<file path="src/rtl/sample_pacer_pkg.sv">
// Shared types for the sample pacer: playout state, status word for the register map,
// and the saturating counter helper.
package sample_pacer_pkg;

   typedef enum logic {
      PRIME = 1'b0,
      RUN   = 1'b1
   } PACER_STATE;

   localparam int STATUS_W = 16;

   typedef struct packed {
      logic [STATUS_W-1:0] Fill;
      logic [STATUS_W-1:0] Underruns;
   } PACER_STATUS;

   function automatic logic [15:0] sat_inc16(input logic [15:0] v);
      return (v == 16'hFFFF) ? v : v + 16'd1;
   endfunction

endpackage

</file>
<file path="src/rtl/sample_fifo.sv">
// Synchronous show-ahead FIFO: head always presents the entry at the read pointer.
// Storage has no reset so it maps onto distributed RAM.
module sample_fifo #(
   parameter int WIDTH      = 16,
   parameter int LOG2_DEPTH = 4
) (
   input  logic                  ipClk,
   input  logic                  Reset,
   input  logic                  i_push,
   input  logic                  i_pop,
   input  logic [WIDTH-1:0]      i_data,
   output logic [WIDTH-1:0]      o_head,
   output logic [LOG2_DEPTH:0]   o_fill
);

   localparam int DEPTH = 2**LOG2_DEPTH;

   logic [WIDTH-1:0]      r_mem [DEPTH];
   logic [LOG2_DEPTH-1:0] r_wr_ptr;
   logic [LOG2_DEPTH-1:0] r_rd_ptr;
   logic [LOG2_DEPTH:0]   r_fill;

   always_ff @(posedge ipClk) begin
      if (i_push) r_mem[r_wr_ptr] <= i_data;
   end

   // Pointers are exactly LOG2_DEPTH bits wide, so they wrap modulo DEPTH on their own.
   always_ff @(posedge ipClk) begin
      if (Reset) begin
         r_wr_ptr <= '0;
         r_rd_ptr <= '0;
         r_fill   <= '0;
      end else begin
         if (i_push) r_wr_ptr <= r_wr_ptr + 1'b1;
         if (i_pop)  r_rd_ptr <= r_rd_ptr + 1'b1;
         r_fill <= r_fill + (LOG2_DEPTH+1)'(i_push) - (LOG2_DEPTH+1)'(i_pop);
      end
   end

   assign o_head = r_mem[r_rd_ptr];
   assign o_fill = r_fill;

endmodule

</file>
<file path="src/rtl/sample_pacer.sv">
// Buffers bursty samples and releases one per CLOCK_DIV cycles; primes to half-full,
// holds the last sample on underrun and re-primes.
module sample_pacer
   import sample_pacer_pkg::*;
#(
   parameter int CLOCK_DIV  = 1042,
   parameter int LOG2_DEPTH = 4
) (
   input  logic                ipClk,
   input  logic                Reset,
   input  logic [15:0]         ipData,
   input  logic                ipValid,
   output logic                opReady,
   output logic [15:0]         opSample,
   output logic                opSampleValid,
   output logic [LOG2_DEPTH:0] opFill,
   output logic [15:0]         opUnderruns,
   output logic                opRunning
);

   localparam int                  DEPTH     = 2**LOG2_DEPTH;
   localparam int                  CW        = $clog2(CLOCK_DIV);
   localparam logic [CW-1:0]       TICK_LAST = CW'(CLOCK_DIV - 1);
   localparam logic [LOG2_DEPTH:0] FILL_FULL = (LOG2_DEPTH+1)'(DEPTH);
   localparam logic [LOG2_DEPTH:0] FILL_HALF = (LOG2_DEPTH+1)'(DEPTH / 2);

   logic [CW-1:0]       r_tick_cnt;
   logic                w_tick;
   PACER_STATE          r_state;
   PACER_STATE          w_state_nxt;
   logic                w_push;
   logic                w_pop;
   logic                w_underrun;
   logic [15:0]         w_head;
   logic [LOG2_DEPTH:0] w_fill;
   logic [15:0]         r_sample;
   logic                r_sample_vld;
   logic [15:0]         r_underruns;

   sample_fifo #(
      .WIDTH      (16),
      .LOG2_DEPTH (LOG2_DEPTH)
   ) u_fifo (
      .ipClk  (ipClk),
      .Reset  (Reset),
      .i_push (w_push),
      .i_pop  (w_pop),
      .i_data (ipData),
      .o_head (w_head),
      .o_fill (w_fill)
   );

   assign opReady = !Reset && (w_fill != FILL_FULL);
   assign w_push  = ipValid && opReady;
   assign w_tick  = (r_tick_cnt == TICK_LAST);

   always_ff @(posedge ipClk) begin
      if (Reset || w_tick) r_tick_cnt <= '0;
      else                 r_tick_cnt <= r_tick_cnt + 1'b1;
   end

   always_ff @(posedge ipClk) begin
      if (Reset) r_state <= PRIME;
      else       r_state <= w_state_nxt;
   end

   // PRIME leaves on the registered fill every cycle; a tick in PRIME only strobes.
   always_comb begin
      w_state_nxt = r_state;
      w_pop       = 1'b0;
      w_underrun  = 1'b0;
      case (r_state)
         PRIME: if (w_fill >= FILL_HALF) w_state_nxt = RUN;
         RUN: begin
            if (w_tick) begin
               if (w_fill != '0) begin
                  w_pop = 1'b1;
               end else begin
                  w_underrun  = 1'b1;
                  w_state_nxt = PRIME;
               end
            end
         end
         default: w_state_nxt = PRIME;
      endcase
   end

   always_ff @(posedge ipClk) begin
      if (Reset) begin
         r_sample     <= '0;
         r_sample_vld <= 1'b0;
         r_underruns  <= '0;
      end else begin
         r_sample_vld <= w_tick;
         if (w_pop)      r_sample    <= w_head;
         if (w_underrun) r_underruns <= sat_inc16(r_underruns);
      end
   end

   assign opSample      = r_sample;
   assign opSampleValid = r_sample_vld;
   assign opUnderruns   = r_underruns;
   assign opRunning     = (r_state == RUN);
   assign opFill        = w_fill;

endmodule

</file>
<file path="config.mk">
export PLATFORM = sky130hd
export DESIGN_NAME = sample_pacer
export DESIGN_NICKNAME = d
export VERILOG_FILES = /design/src/rtl/sample_pacer_pkg.sv /design/src/rtl/sample_fifo.sv /design/src/rtl/sample_pacer.sv
export SDC_FILE = /design/constraint.sdc
export NUM_CORES = 1
export LEC_CHECK = 0
export ABC_AREA = 1
export CAP_MARGIN = 20
export CORE_ASPECT_RATIO = 1.2
export CORE_MARGIN = 1
export CORE_UTILIZATION = 55
export DETAILED_ROUTE_END_ITERATION = 8
export PLACE_DENSITY = 0.73
export RECOVER_POWER = 100
export SETUP_SLACK_MARGIN = 0.02
export SYNTH_ARGS = -nofsm -noshare
export SYNTH_HDL_FRONTEND = slang
export SYNTH_SLANG_ARGS = --single-unit
</file>
<file path="constraint.sdc">
create_clock -name ipClk -period 5.01 [get_ports ipClk]
set_input_delay 1.503 -clock ipClk [delete_from_list [all_inputs] [get_ports ipClk]]
set_output_delay 1.503 -clock ipClk [all_outputs]
set_load 0.02 [all_outputs]
</file>
After elaboration in Yosys (flattened, before gate mapping)

Memories as Yosys holds them, arrays and structs flattened. A register that Yosys moved wholly into a read port is not among the register bits.
Cells that the tools add are included.

Logic and storage cells: 37
Memories kept: 1
Output and inout port bits: 40
RAM bits: 256
Register bits: 42
Input port bits: 19

Memories:

| name         | depth | bits a word | read ports | clocked after memory_dff | wr ports | RTL line          | source |
|---|---|---|---|---|---|---|---|
| u_fifo.r_mem | 16    | 16          | 1          | 1                        | 1        | sample_fifo.sv:18 | `logic [WIDTH-1:0] r_mem [DEPTH];` |

Multiplexer cells: 11
$add $sub $neg: 6
Bitwise logic cells: 2
Reduce and logical (&&, ||, !) cells: 6
Order comparisons: 1
Eq/ne operators: 3

Operators with widths:

| cell                                                              | number |
|---|---|
| adder 16 x 1 -> 16 bit, second input constant                     | 1 |
| equality test 16 bit, second input constant                       | 1 |
| adder 11 x 1 -> 11 bit, second input constant                     | 1 |
| equality test 11 bit, second input constant                       | 1 |
| two-way mux 1 bit                                                 | 10 |
| adder 4 x 1 -> 4 bit, second input constant                       | 2 |
| adder 5 x 1 -> 5 bit                                              | 1 |
| greater-or-equal comparator 5 x 4 -> 1 bit, second input constant | 1 |
| inequality test 5 bit, second input constant                      | 1 |
| nonzero test 5 bit                                                | 1 |
| subtractor 5 x 1 -> 5 bit                                         | 1 |
| logical AND 1 bit                                                 | 2 |
| NOT 1 bit                                                         | 2 |
| case mux 1 bit (2 select lines)                                   | 1 |
| AND reduction 2 bit                                               | 1 |
| zero test 1 bit                                                   | 1 |
| logical OR 1 bit                                                  | 1 |

Depth between registers and ports, before layout

Gate-level depths: netlist of run 1.

Depth in word-level cells: 5
Depth in mapped cells: 15
Gate-level depth less buffers: 14

Hierarchy

A second synthesis of run 1 with hierarchy kept.

Cell total of the unflattened synthesis: 1467
Area, all modules: 13973.4 sq um

Modules (own cells, without submodules):

| module       | area an instance (sq um) | instances | sequential area each (sq um) | cells each |
|---|---|---|---|---|
| sample_fifo  | 11778.8                  | 1         | 8027.7                       | 1144 |
| sample_pacer | 2194.6                   | 1         | 900.9                        | 323 |

Worst setup path before layout of run 1

OpenSTA, ideal clock, no wires.

Path type: input to register
Start: input port Reset
End: register u_fifo.r_fill[4] (netlist: u_fifo.o_fill[4])
Cell stages on the path: 13
Data arrival time: 3.415 ns
Library setup time: 0.070 ns
Path slack: 1.525 ns
Path buffers: 1
Required time: 4.940 ns
Path through: buf_2 > inv_2 > nand2_1 > nor2_2 > inv_1 > ha_1 > inv_1 > ha_1 > inv_1 > fa_1 > o31ai_1 > o21ai_0 > a21oi_1

Cells in the longest elaborated chain, start to end: 5

RTL lines:

| element                   | RTL line           | source |
|---|---|---|
| start, declared           | sample_pacer.sv:10 | `input logic Reset,` |
| zero test 1 bit           | sample_pacer.sv:53 | `assign opReady = !Reset && (w_fill != FILL_FULL);` |
| logical AND 1 bit         | sample_pacer.sv:53 |  |
| logical AND 1 bit         | sample_pacer.sv:54 | `assign w_push = ipValid && opReady;` |
| adder 5 x 1 -> 5 bit      | sample_fifo.sv:36  | `r_fill <= r_fill + (LOG2_DEPTH+1)'(i_push) - (LOG2_DEPTH+1)'(i_pop);` |
| subtractor 5 x 1 -> 5 bit | sample_fifo.sv:36  |  |
| end signal, assigned      | sample_fifo.sv:36  |  |
| end, declared             | sample_fifo.sv:21  | `logic [LOG2_DEPTH:0] r_fill;` |

Several ways; a longest one is shown, not always the timed one.
A chain may end at the register's enable or synchronous reset.

Worst setup path after layout of run 1

Start: input port Reset
End: output port opReady

Cells in the longest elaborated chain, start to end: 2

RTL lines:

| element           | RTL line           | source |
|---|---|---|
| zero test 1 bit   | sample_pacer.sv:53 |  |
| logical AND 1 bit | sample_pacer.sv:53 |  |
| end, declared     | sample_pacer.sv:13 | `output logic opReady,` |

Every way passes these cells.

==> results of run 1 <==
-- per-stage QoR --
stage | instances | hold WS, ns | util [%] | total power [mW] | worst slack (ns)
finish | 1656 | 0.468 | 63.3 | 5.39 | 0.602
global placement | 1603 | 0.451 | 59.5 | 3.18 | 0.779
detailed placement | 1603 | 0.460 | 59.5 | 3.18 | 0.766
CTS | 1656 | 0.474 | 63.7 | 5.43 | 0.760
floorplan | 1268 | 0.433 | - | 3.07 | 1.53
global route | 1656 | 0.503 | 63.3 | 5.55 | 0.535
-- flip-flops by register name, indices dropped and copies added (netlist names) --
name             cells
opSampleValid        1
u_fifo.r_rd_ptr      4
opRunning            1
u_fifo.r_mem       256
opUnderruns         16
u_fifo.o_fill        5
r_tick_cnt          11
u_fifo.r_wr_ptr      4
opSample            16
-- synthesized netlist by cell type (2+ instances only) --
library cell	number	share of area, %
nand3_1	127	4.8
inv_1	111	3.1
nor2_1	217	6.1
nand3_2	3	0.22
nand4_1	10	0.47
nor3_1	4	0.15
buf_1	4	0.11
nor2_2	5	0.23
ha_1	15	1.4
dfxtp_1	58	8.7
clkbuf_1	20	0.56
nand3b_1	2	0.11
o211ai_1	48	2.7
nand2_1	209	5.9
buf_6	5	0.42
inv_2	9	0.25
edfxtp_1	256	57
xor2_1	8	0.52
nor3b_1	2	0.11
nand2_2	2	0.094
xnor2_1	2	0.13
o21ai_1	4	0.15
o21ai_0	72	2.7
clkinv_1	2	0.056
nor2_4	5	0.42
a21oi_1	22	0.82
buf_4	5	0.28
buf_2	29	1.1
-- worst reg2reg max path, stage by stage, from the launching register on --
cell and delay, ns:
dfxtp_1 0.36, inv_1 0.08, ha_1 0.22, nand3_1 0.08, nand2_1 0.06, nor2_1 0.37, nand2_1 0.26, nor2_1 1.37
-- worst paths after layout --
| kind | slack, ns | endpoint | cells after the start |
|---|---|---|---|
| worst max-delay path | 0.60 | opReady | 5 |
| worst min-delay path | 0.47 | r_tick_cnt[0] | 1 |
| worst max register to register | 1.79 | u_fifo.r_mem[11][5] | 7 |
| worst min register to register | 0.47 | r_tick_cnt[0] | 1 |
-- power by group through the flow --
stage	combinational (mW)	clock, mW	sequential [mW]
2_1_floorplan	0.127	0	2.94
3_3_place_gp	0.242	0	2.94
3_5_place_dp	0.247	0	2.94
4_1_cts	0.249	2.30	2.88
5_1_grt	0.266	2.40	2.88
6_report	0.236	2.27	2.88
-- metal layers --
| metal | routed length, µm | GRT usage [%] |
|---|---|---|
| met3 | 2020 | 3.88 |
| met2 | 15300 | 42.6 |
| met5 | 0 | 0 |
| met1 | 12300 | 32.8 |
| met4 | 900 | 9.08 |
-- area by class of cell --
cell class | instances | area [µm²] | area share (%)
flip-flops and latches | 314 | 8860 | 58.5
multi-input cells | 769 | 3740 | 24.7
clock buffers | 40 | 840 | 5.55
repair buffers | 78 | 682 | 4.51
inverters | 122 | 458 | 3.03
well taps | 320 | 400 | 2.65
clock inverters | 13 | 154 | 1.02
-- logic make-up (layout without fill, tap and decap cells) --
kind of cell	after synthesis	after routing
AO/OA/AOI/OAI	152	152
buffers and inverters	185	253
adder cells (fa/ha/maj)	16	16
AND/OR/NAND/NOR	591	591
flip-flops	314	314
XOR/XNOR	10	10
==> results.toml, run 1 <==
[sta]
final-hold-violation-count = 0
min_period_ns = 4.41
slew_viol_final = 138
tns_ns = 0
rsz0062_at_grt = "no"
worst_clock_skew_ns = 0.0115
setup_viol = 0
worst_slew_pin_slew_ns = 1.83
maxSlewHeadroom_pct = -22.4
fmax_mhz = 227
finalCritPeriodShare_pct = 88.0

[critical_path]
critical_path.top_delay_family = "buffers and inverters"
cp-end-kind = "output pin"
crit_path_frequent_cell = "dlygate4sd3_1"
required_ns = 3.51
startpoint = "Reset"
cp-start-kind = "primary input"
crit_buf_inv = 4
critPathArrivalTime_ns = 2.90
slowest_delay_ns = 0.64
cp_slowest_cell = "dlygate4sd3_1"
path_class = "primary input to output pin"
crit_chain = "dlygate4sd3_1 > clkinv_1 > nand2_1 > inv_1 > dlygate4sd3_1"
crit_path_max_fanout = 2
r2r_start = "u_fifo.o_fill[2]"

[global_routing]
grt_max_degree = 97
grt_pass1_wl_mm = 47.7
overflow = 0
grt_usage_pct = 25.2
grt_pass1_vias = 8785
antenna_found_initial = 0

[detailed_routing]
drt_pass1_iterations = 6
ant_nets = 0
wirelength_mm = 30.5
remaining_drc_errors = 0
first_iter_violations = 678
vias = 9093
via_per_inst = 5.49
wl_per_cell_um = 18.4

[synthesis]
ys.flop_type = "edfxtp_1"
synth_edf_count = 256
synthCells = 1268
yosys_warnings = 0
post_synth_and_or_nand_nor_area_fraction_pct = 19.0
ys_seq_area_share_pct = 66.2
synth_mux_area_share_pct = 0
synthArstFlopShare_pct = 0
synth-compound-area-share_pct = 6.70
synth_top_family_by_area = "simple AND/OR/NAND/NOR gates"
synth-xor-area-share_pct = 0.655
ys_ff_latch = 314
ys_types = 40
syn_area_per_cell_um2 = 10.5
synth_area_mm2 = 0.0134
synth_nets = 1303
synthAdderAreaFrac_pct = 1.55

[pwr]
powerDensity_mw_per_mm2 = 356
seqPwrFrac_pct = 53.5
clkPwrFrac_pct = 42.2
p_sw_mw = 1.13
switching_share_pct = 21.0
power_frac_comb_pct = 4.4
intPower_mw = 4.26
vdd_drop_max_mv = 0.282
power_leakage_nw = 5.57

[finish]
antennaDiodeCount = 0
final_area_mm2 = 0.0151
final_cell_mix = "edfxtp_1 (256), nor2_1 (215), nand2_1 (209)"
num-nets-final = 1350
drive_gt1_share_pct = 6.36
final_common_cell = "edfxtp_1"
fill_cells = 1895
area_growth_pct = 13.2

[clock_tree]
clockRootBuffer = "clkbuf_16"
numCtsBuffers = 30
cts_num_sinks = 314
post_cts_buffers = 0
clockBufferDepth = 3
insertion_delay_ns = 0.55
cts_tree = "done"
htreeDepth = 1
path_clk_slew_ns = 0.06
cts_hold_buffers = 0
cts_resized = 0

[placed_design]
globalplace.congestion = 0.827
port_buffers = 58
dp_hpwl_mm = 18.4
placed_area_mm2 = 0.0142

[floorplanning]
dieHeight_um = 173
die_w_um = 144
start_util_pct = 56.0
io_pins = 59
coreArea_mm2 = 0.0239
dieArea_mm2 = 0.0249
rows = 62

[status]
violations = "capacitance limit, slew limit"
status = "finished with violations"

[hold_path]
holdCritStartpoint = "r_tick_cnt[0]"
hold_path.class = "flip-flop to flip-flop"

[job]
maxCapViolCount = 7
(Power assumes the default switching activity.)
==> run 2: changes to the inputs <==
CORE_UTILIZATION = 65   (was 55)
PLACE_DENSITY = 0.85   (was 0.73)
==> run 2 against run 1 <==
The flow still finishes with violations (capacitance limit, slew limit). Routed wire length grew 0.85%. Sequential cell count is the same. Register-to-register slack lost 0.10 ns. First-iteration DRC count grew 52%. Critical path depth is the same. Sequential share of layout area is 0.052 points higher. Power increased by 0.99%. Worst setup slack lost 0.0098 ns. Die area fell by 15%. Clock-buffer cell count is 2 lower. Maximum frequency down 0.22%. Final cell count is 3.5% lower.
==> results.toml, run 2 (synthesis results as in run 1) <==
[pwr]
powerDensity_mw_per_mm2 = 360
power_mw = 5.44
power_leakage_nw = 5.61
vdd_drop_max_mv = 0.284

[sta]
maxSlewHeadroom_pct = -21.1
final-hold-violation-count = 0
min_period_ns = 4.42
slew_viol_final = 139
setup_viol = 0
fmax_mhz = 226
worst_slew_pin_slew_ns = 1.81
worst_clock_skew_ns = 0.0152
finalCritPeriodShare_pct = 88.2
tns_ns = 0
rsz0062_at_grt = "no"

[floorplanning]
dieHeight_um = 159
coreArea_mm2 = 0.0202
io_pins = 59
dieArea_mm2 = 0.0212
start_util_pct = 66.3
die_w_um = 133
rows = 57

[hold_path]
holdCritStartpoint = "r_tick_cnt[0]"
hold_path.class = "flip-flop to flip-flop"
min_path_cells = 1
holdPathEnd = "r_tick_cnt[0]"

[global_routing]
grt_pass1_vias = 9125
grt_max_degree = 116
grt_usage_pct = 29.7
grt_pass1_wl_mm = 48.3
overflow = 0
antenna_found_initial = 0

[finish]
num-nets-final = 1344
fill_cells = 1325
multi_input_comb_area_mm2 = 0.00374
final_cell_mix = "edfxtp_1 (256), nor2_1 (217), nand2_1 (209)"
layout.area.seq_mm2 = 0.00885
largest_reg_flops = 256
top_register = "u_fifo.r_mem"
antennaDiodeCount = 0
final_common_cell = "edfxtp_1"
area_growth_pct = 13.0
drive_gt1_share_pct = 6.60

[clock_tree]
cts_tree = "done"
path_clk_slew_ns = 0.07
cts_resized = 0
insertion_delay_ns = 0.56
numCtsBuffers = 30
clockBufferDepth = 3
clockRootBuffer = "clkbuf_16"
post_cts_buffers = 0
htreeDepth = 1
cts_hold_buffers = 0
cts_num_sinks = 314

[critical_path]
slowest_delay_ns = 0.66
cp_slowest_cell = "dlygate4sd3_1"
path_class = "primary input to output pin"
crit_path_max_fanout = 2
r2r_start = "u_fifo.o_fill[2]"
crit_chain = "dlygate4sd3_1 > inv_1 > nand2_1 > inv_1 > dlygate4sd3_1"
rr_endpoint = "u_fifo.r_mem[11][6]"
required_ns = 3.51
r2r_cells = 8
critPathArrivalTime_ns = 2.91
cp-end-kind = "output pin"
reg2reg_slack_ns = 1.69
cp-start-kind = "primary input"

[detailed_routing]
wl_per_cell_um = 19.3
wirelength_mm = 30.8
remaining_drc_errors = 0
vias = 9424
via_per_inst = 5.90
drt_pass1_iterations = 8
first_iter_violations = 1028
ant_nets = 0

[status]
violations = "capacitance limit, slew limit"
status = "finished with violations"

[placed_design]
port_buffers = 58
globalplace.congestion = 0.942
dp_hpwl_mm = 18.2

[job]
maxCapViolCount = 9
run 2: changes by cell type in the layout (fill, tap and decap cells not counted), sizes merged:
cell,delta
clkinvlp,-1
clkinv,+3
inv,+3
clkbuf,-8
run 2: worst max-delay path: cells and delay by family:
| kind | cells | cell delay [ns] |
|---|---|---|
| buffers and inverters | 4 | 1.35 |
| and+or+nand+nor | 1 | 0.07 |
run 2: where the power goes:
| group | leakage, nW | switching [mW] | internal (mW) | total [mW] |
|---|---|---|---|---|
| logic | 2.32 | 0.166 | 0.0726 | 0.239 |
| clock network | 0.512 | 0.950 | 1.37 | 2.32 |
| registers | 2.78 | 0.0242 | 2.86 | 2.88 |
run 2: how the worst max path moves through the flow:
| stage | from | to | cells past startpoint |
|---|---|---|---|
| 2_1_floorplan | Reset | u_fifo.o_fill[4] | 13 |
| 6_report | Reset | opReady | 5 |
| 5_1_grt | Reset | opReady | 5 |
| 3_3_place_gp | Reset | opReady | 5 |
| 4_1_cts | Reset | opReady | 5 |
| 3_5_place_dp | Reset | opReady | 5 |
run 2: cell type report:
class                      count  area share [%]
tap                          265            2.19
multi-input combinational    769            24.7
sequential                   314            58.6
clock buffer                  38            5.71
clock inverter                18            1.13
timing repair buffer          72            4.63
inverter                     122            3.03
run 2: per-layer routing:
layer / wire [µm] / GRT usage [%]
met1: 11100 / 36.4
met2: 15800 / 52.0
met3: 2730 / 4.81
met4: 1150 / 12.7
met5: 0 / 0
run 2: metrics by stage:
stage	cell area (µm²)	setup WS [ns]	instances	hold WS [ns]	utilization, %
after floorplan	13400	1.53	1268	0.433	-
after global placement	14100	0.790	1540	0.449	69.8
after detailed placement	14100	0.796	1541	0.459	69.9
after CTS	15200	0.776	1597	0.475	75.1
after global routing	15100	0.481	1598	0.523	74.9
final	15100	0.593	1598	0.470	74.9
==> run 3: changes to the inputs <==
GPL_ROUTABILITY_DRIVEN = 0   (was unset)
==> results of run 3 <==
Final layout, timing and power as in run 2 (identical DEF).
